[src/rtl/alu_issue_ctrl.sv]
// Command-side master for the combinational ALU: registers operands and opcode,
// captures the result into an accumulator and returns tagged responses.
//
// Ports:
//   clk, rst_n        clock, asynchronous active-low reset
//   cmd_*             command valid/ready channel (op, a, b, use_acc, tag)
//   acc_clr           synchronous accumulator clear, honoured only in IDLE
//   alu_a/b/op        registered ALU inputs (hold last legal values)
//   alu_result        combinational ALU result
//   rsp_*             response valid/ready channel (data, tag, err)
//   acc               current accumulator value
module alu_issue_ctrl #(
    parameter int WIDTH = 16,
    parameter int TAG_W = 4
) (
    input  logic             clk,
    input  logic             rst_n,
    input  logic             cmd_valid,
    output logic             cmd_ready,
    input  logic [2:0]       cmd_op,
    input  logic [WIDTH-1:0] cmd_a,
    input  logic [WIDTH-1:0] cmd_b,
    input  logic             cmd_use_acc,
    input  logic [TAG_W-1:0] cmd_tag,
    input  logic             acc_clr,
    output logic [WIDTH-1:0] alu_a,
    output logic [WIDTH-1:0] alu_b,
    output logic [2:0]       alu_op,
    input  logic [WIDTH-1:0] alu_result,
    output logic             rsp_valid,
    input  logic             rsp_ready,
    output logic [WIDTH-1:0] rsp_data,
    output logic [TAG_W-1:0] rsp_tag,
    output logic             rsp_err,
    output logic [WIDTH-1:0] acc
);

    typedef enum logic [1:0] {
        IDLE  = 2'b00,
        ISSUE = 2'b01,
        RESP  = 2'b10
    } state_t;

    localparam logic [2:0] OP_LAST = 3'b101;

    state_t           state;
    state_t           state_nx;
    logic             accept;
    logic             issue_done;
    logic             legal;
    logic             clr_en;
    logic [WIDTH-1:0] op_a;

    assign legal = (cmd_op <= OP_LAST);

    // A clear accepted with a use_acc command wins: operand A sees zero.
    assign op_a = cmd_use_acc ? (acc_clr ? '0 : acc) : cmd_a;

    always_ff @(posedge clk or negedge rst_n) begin
        if (!rst_n) begin
            state <= IDLE;
        end else begin
            state <= state_nx;
        end
    end

    always_comb begin
        state_nx   = state;
        cmd_ready  = 1'b0;
        rsp_valid  = 1'b0;
        accept     = 1'b0;
        issue_done = 1'b0;
        clr_en     = 1'b0;
        unique case (state)
            IDLE: begin
                // Held low through reset; state is already IDLE then.
                cmd_ready = rst_n;
                clr_en    = acc_clr;
                if (cmd_valid) begin
                    accept   = 1'b1;
                    state_nx = legal ? ISSUE : RESP;
                end
            end
            ISSUE: begin
                issue_done = 1'b1;
                state_nx   = RESP;
            end
            RESP: begin
                rsp_valid = 1'b1;
                if (rsp_ready) begin
                    state_nx = IDLE;
                end
            end
            default: begin
                state_nx = IDLE;
            end
        endcase
    end

    // Operand registers only change on legal accepts, so the ALU never
    // sees an illegal opcode from this block.
    always_ff @(posedge clk or negedge rst_n) begin
        if (!rst_n) begin
            alu_a  <= '0;
            alu_b  <= '0;
            alu_op <= '0;
        end else if (accept && legal) begin
            alu_a  <= op_a;
            alu_b  <= cmd_b;
            alu_op <= cmd_op;
        end
    end

    always_ff @(posedge clk or negedge rst_n) begin
        if (!rst_n) begin
            rsp_tag <= '0;
        end else if (accept) begin
            rsp_tag <= cmd_tag;
        end
    end

    always_ff @(posedge clk or negedge rst_n) begin
        if (!rst_n) begin
            rsp_data <= '0;
            rsp_err  <= 1'b0;
        end else if (issue_done) begin
            rsp_data <= alu_result;
            rsp_err  <= 1'b0;
        end else if (accept && !legal) begin
            rsp_data <= '0;
            rsp_err  <= 1'b1;
        end
    end

    always_ff @(posedge clk or negedge rst_n) begin
        if (!rst_n) begin
            acc <= '0;
        end else if (issue_done) begin
            acc <= alu_result;
        end else if (clr_en) begin
            acc <= '0;
        end
    end

endmodule

[config.mk]
export PLATFORM = sky130hd
export DESIGN_NAME = alu_issue_ctrl
export DESIGN_NICKNAME = d
export VERILOG_FILES = /design/src/rtl/alu_issue_ctrl.sv
export SDC_FILE = /design/constraint.sdc
export NUM_CORES = 1
export LEC_CHECK = 0
export CAP_MARGIN = 20
export CORE_AREA = 2 2 136 98
export CTS_BUF_LIST = sky130_fd_sc_hd__clkbuf_4
export DETAILED_ROUTE_END_ITERATION = 10
export DIE_AREA = 0 0 138 100
export HOLD_SLACK_MARGIN = 0.12
export PLACE_DENSITY = 0.52
export SETUP_SLACK_MARGIN = 0.2
export SYNTH_ARGS = -nofsm -noshare
export SYNTH_HDL_FRONTEND = slang
export SYNTH_SLANG_ARGS = --single-unit
export TNS_END_PERCENT = 20
[constraint.sdc]
create_clock -name clk -period 2.23 [get_ports clk]
set_input_delay 0.446 -clock clk [delete_from_list [all_inputs] [get_ports clk]]
set_output_delay 0.446 -clock clk [all_outputs]
set_load 0.01 [all_outputs]
==> results.ini <==
[finish]
fin_nets=439
multi_input_area_um2=995
n_fill_cell=1261
seqCellArea_um2=1850
final_cell_mix=131 x clkdlybuf4s50_1, 72 x dfrtp_1, 47 x a21oi_1, 32 x a22o_1, 17 x mux2_2
mostFrequentLayoutCell=clkdlybuf4s50_1
insertedDiodeCount=0
layout-drive-gt1-share=0.141
areaGrowthSynthToFinish_pct=59.2

[worst_setup_path]
end_kind=primary output
slowest_stage=dfrtp_2
cp_num_buf_inv=2
slowest_delay_ps=450
startpoint_type=register
arrival_ps=1520
cp_max_fo=5
cp.required_ps=1780
crit_type=register to primary output
critPathTopFamily=buffers and inverters
path_cells=buf_4, nor3b_1, dlygate4sd2_1

[drt]
vias=2411
initialDrtViolationCount=64
routedWlPerCell_um=15.8
drcViolationCount=0
antenna_left=0
vias_per_cell=4.39
wl_um=8670
drtPass1Iterations=4

[power]
clkPwrFrac=0.164
p_leak_nw=1.99
p_comb_frac=0.436
p_switching_mw=1.81
p_int_mw=3.86
switching_share=0.319
ir_drop_uv=488
pwr-share-seq=0.400
pwr_density_cell_nw_per_um2=1210

[logic_synthesis]
syn_inst=235
ys_seq_area_frac=0.630
synthDistinctLibCells=21
syn-cell-area_um2=2940
ys_warn_count=0
ys_seq_elements=74
syn_area_per_cell_um2=12.5
syn_nets=296

[global_route]
grt_start_max_net_pins=75
grt-ovfl-total=0
grt_first_pass_wirelength_um=14000
grt.total_usage=0.131
antenna_found_initial=0
grt_pass1_vias=2503

[sta]
min_period_ps=1960
finalCritPeriodShare=0.881
tightestPinTransition_ps=944
skew_ps=11.0
finalHoldViolations=0
setup_viol=0
finalMaxSlewViolations=0
fmax_mhz=509
finalWorstSetupSlack_ps=266
slew_headroom=0.371
rsz0062_at_grt=yes
finalSetupTns_ps=0

[flow_run]
drv_cap=0

[die]
num_rows=35
dieHeight_um=100
start_util=0.231
io_pins=135
fp.dieW_um=138
die_area_um2=13800
core_um2=12700

[clocking]
worstSkewPairLatency_ps=410
cts_max_path_buffers=2
cts-htree-levels=3
cts_buffers=9
hold_buffers=0
cts.clk_slew.worst_paths_ps=120
cts.sinks=74
cts_root_buffer=clkbuf_4
cts_tree=yes

[placement]
port_buffers=134
place_congestion=0.716
pre_cts_slack_ps=49.1
place_hpwl_um=6100

[outcome]
status=completed

[worst_hold_path]
hold_class=input pin to asynchronous set/reset pin

[cell families after synthesis]
family / Yosys count / share of synthesized area
compound gates: 85 / 0.194
buf+inv: 18 / 0.0332
flops: 74 / 0.630
simple gates: 41 / 0.0775
mux: 17 / 0.0651
[final cells by class]
class / instances / area share
well taps: 166 / 0.0444
inverters: 2 / 0.00160
multi-input cells: 143 / 0.213
flip-flops and latches: 74 / 0.396
clock buffers: 10 / 0.0160
repair buffers: 148 / 0.312
clock inverters: 6 / 0.0174
[power groups by stage]
| stage | clock, mW | sequential, mW | combinational (mW) |
|---|---|---|---|
| floorplan | 0 | 2.51 | 0.735 |
| global placement | 0 | 2.29 | 2.47 |
| detailed placement | 0 | 2.29 | 2.49 |
| CTS | 0.983 | 2.28 | 2.50 |
| global route | 1.04 | 2.35 | 2.65 |
| finish | 0.930 | 2.27 | 2.47 |
[worst reg2reg max path, delay by kind of cell, from the launching register on]
| kind | cells | cell delay [ps] |
|---|---|---|
| compound gates | 1 | 170 |
| flops | 1 | 470 |
| buf+inv | 1 | 170 |
| simple gates | 1 | 440 |
| mux | 1 | 350 |
[sequential cells by signal (all words and copies together), names as in the netlist]
name	cells
acc	16
rsp_err	1
rsp_tag	4
alu_a	16
alu_b	16
alu_op	3
rsp_data	16
state	2
[metrics by stage]
stage          hold WS (ps)  utilization  instance area [um2]  total power, mW  std cells
2_1_floorplan           150            -                 2940             3.24        235
3_3_place_gp            459        0.355                 4500             4.76        531
3_5_place_dp            474        0.355                 4500             4.78        531
4_1_cts                 271        0.367                 4660             5.76        547
5_1_grt                 299        0.368                 4680             6.04        549
6_report                261        0.368                 4680             5.67        549
[cells in the mapped netlist]
library cell  number  share of area
a31oi_1            2         0.0043
nor2_1             2         0.0026
a21oi_4            1         0.0055
nand3b_1           1         0.0026
nor2b_1           16          0.034
or3b_1             1         0.0030
o21bai_2           1         0.0038
inv_1              2         0.0026
and2b_2            2         0.0060
a22o_1            32          0.095
or2_2              1         0.0021
o22ai_1            1         0.0021
nand2b_1           2         0.0043
nor3b_1            2         0.0051
dfrtp_1           74           0.63
clkbuf_1          12          0.015
a21oi_1           47          0.080
mux2_2            17          0.065
buf_6              4          0.015
nand2_1           14          0.018
a2bb2oi_1          1         0.0030
[per-layer routing]
layer	part of all wire	wire length [um]	track usage
met1	0.48	4200	0.178
met2	0.43	3710	0.189
met3	0.076	663	0.0558
met4	0.011	93	0.0408
met5	0	0	0
[what timing repair did]
| item | CTS | global route |
|---|---|---|
| pin swaps | 0 | 0 |
| endpoints found under the setup margin | 2 | 2 |
| endpoints found under the hold margin | 0 | 0 |
| resized for setup | 1 | 3 |
| buffers inserted | 0 | 2 |
[path summary, 6_finish.rpt]
check,from,end,slack [ps],cells after the start
worst max-delay path,state[0],cmd_ready,270,3
worst min-delay path,rst_n,rsp_tag[1],260,2
min in group clk,rsp_tag[2],rsp_tag[2],500,2
max in group asynchronous,rst_n,state[0],1310,2
worst min register to register,rsp_tag[2],rsp_tag[2],500,2
worst max register to register,state[1],alu_b[8],520,4
Power figures use the tool's default switching activity.
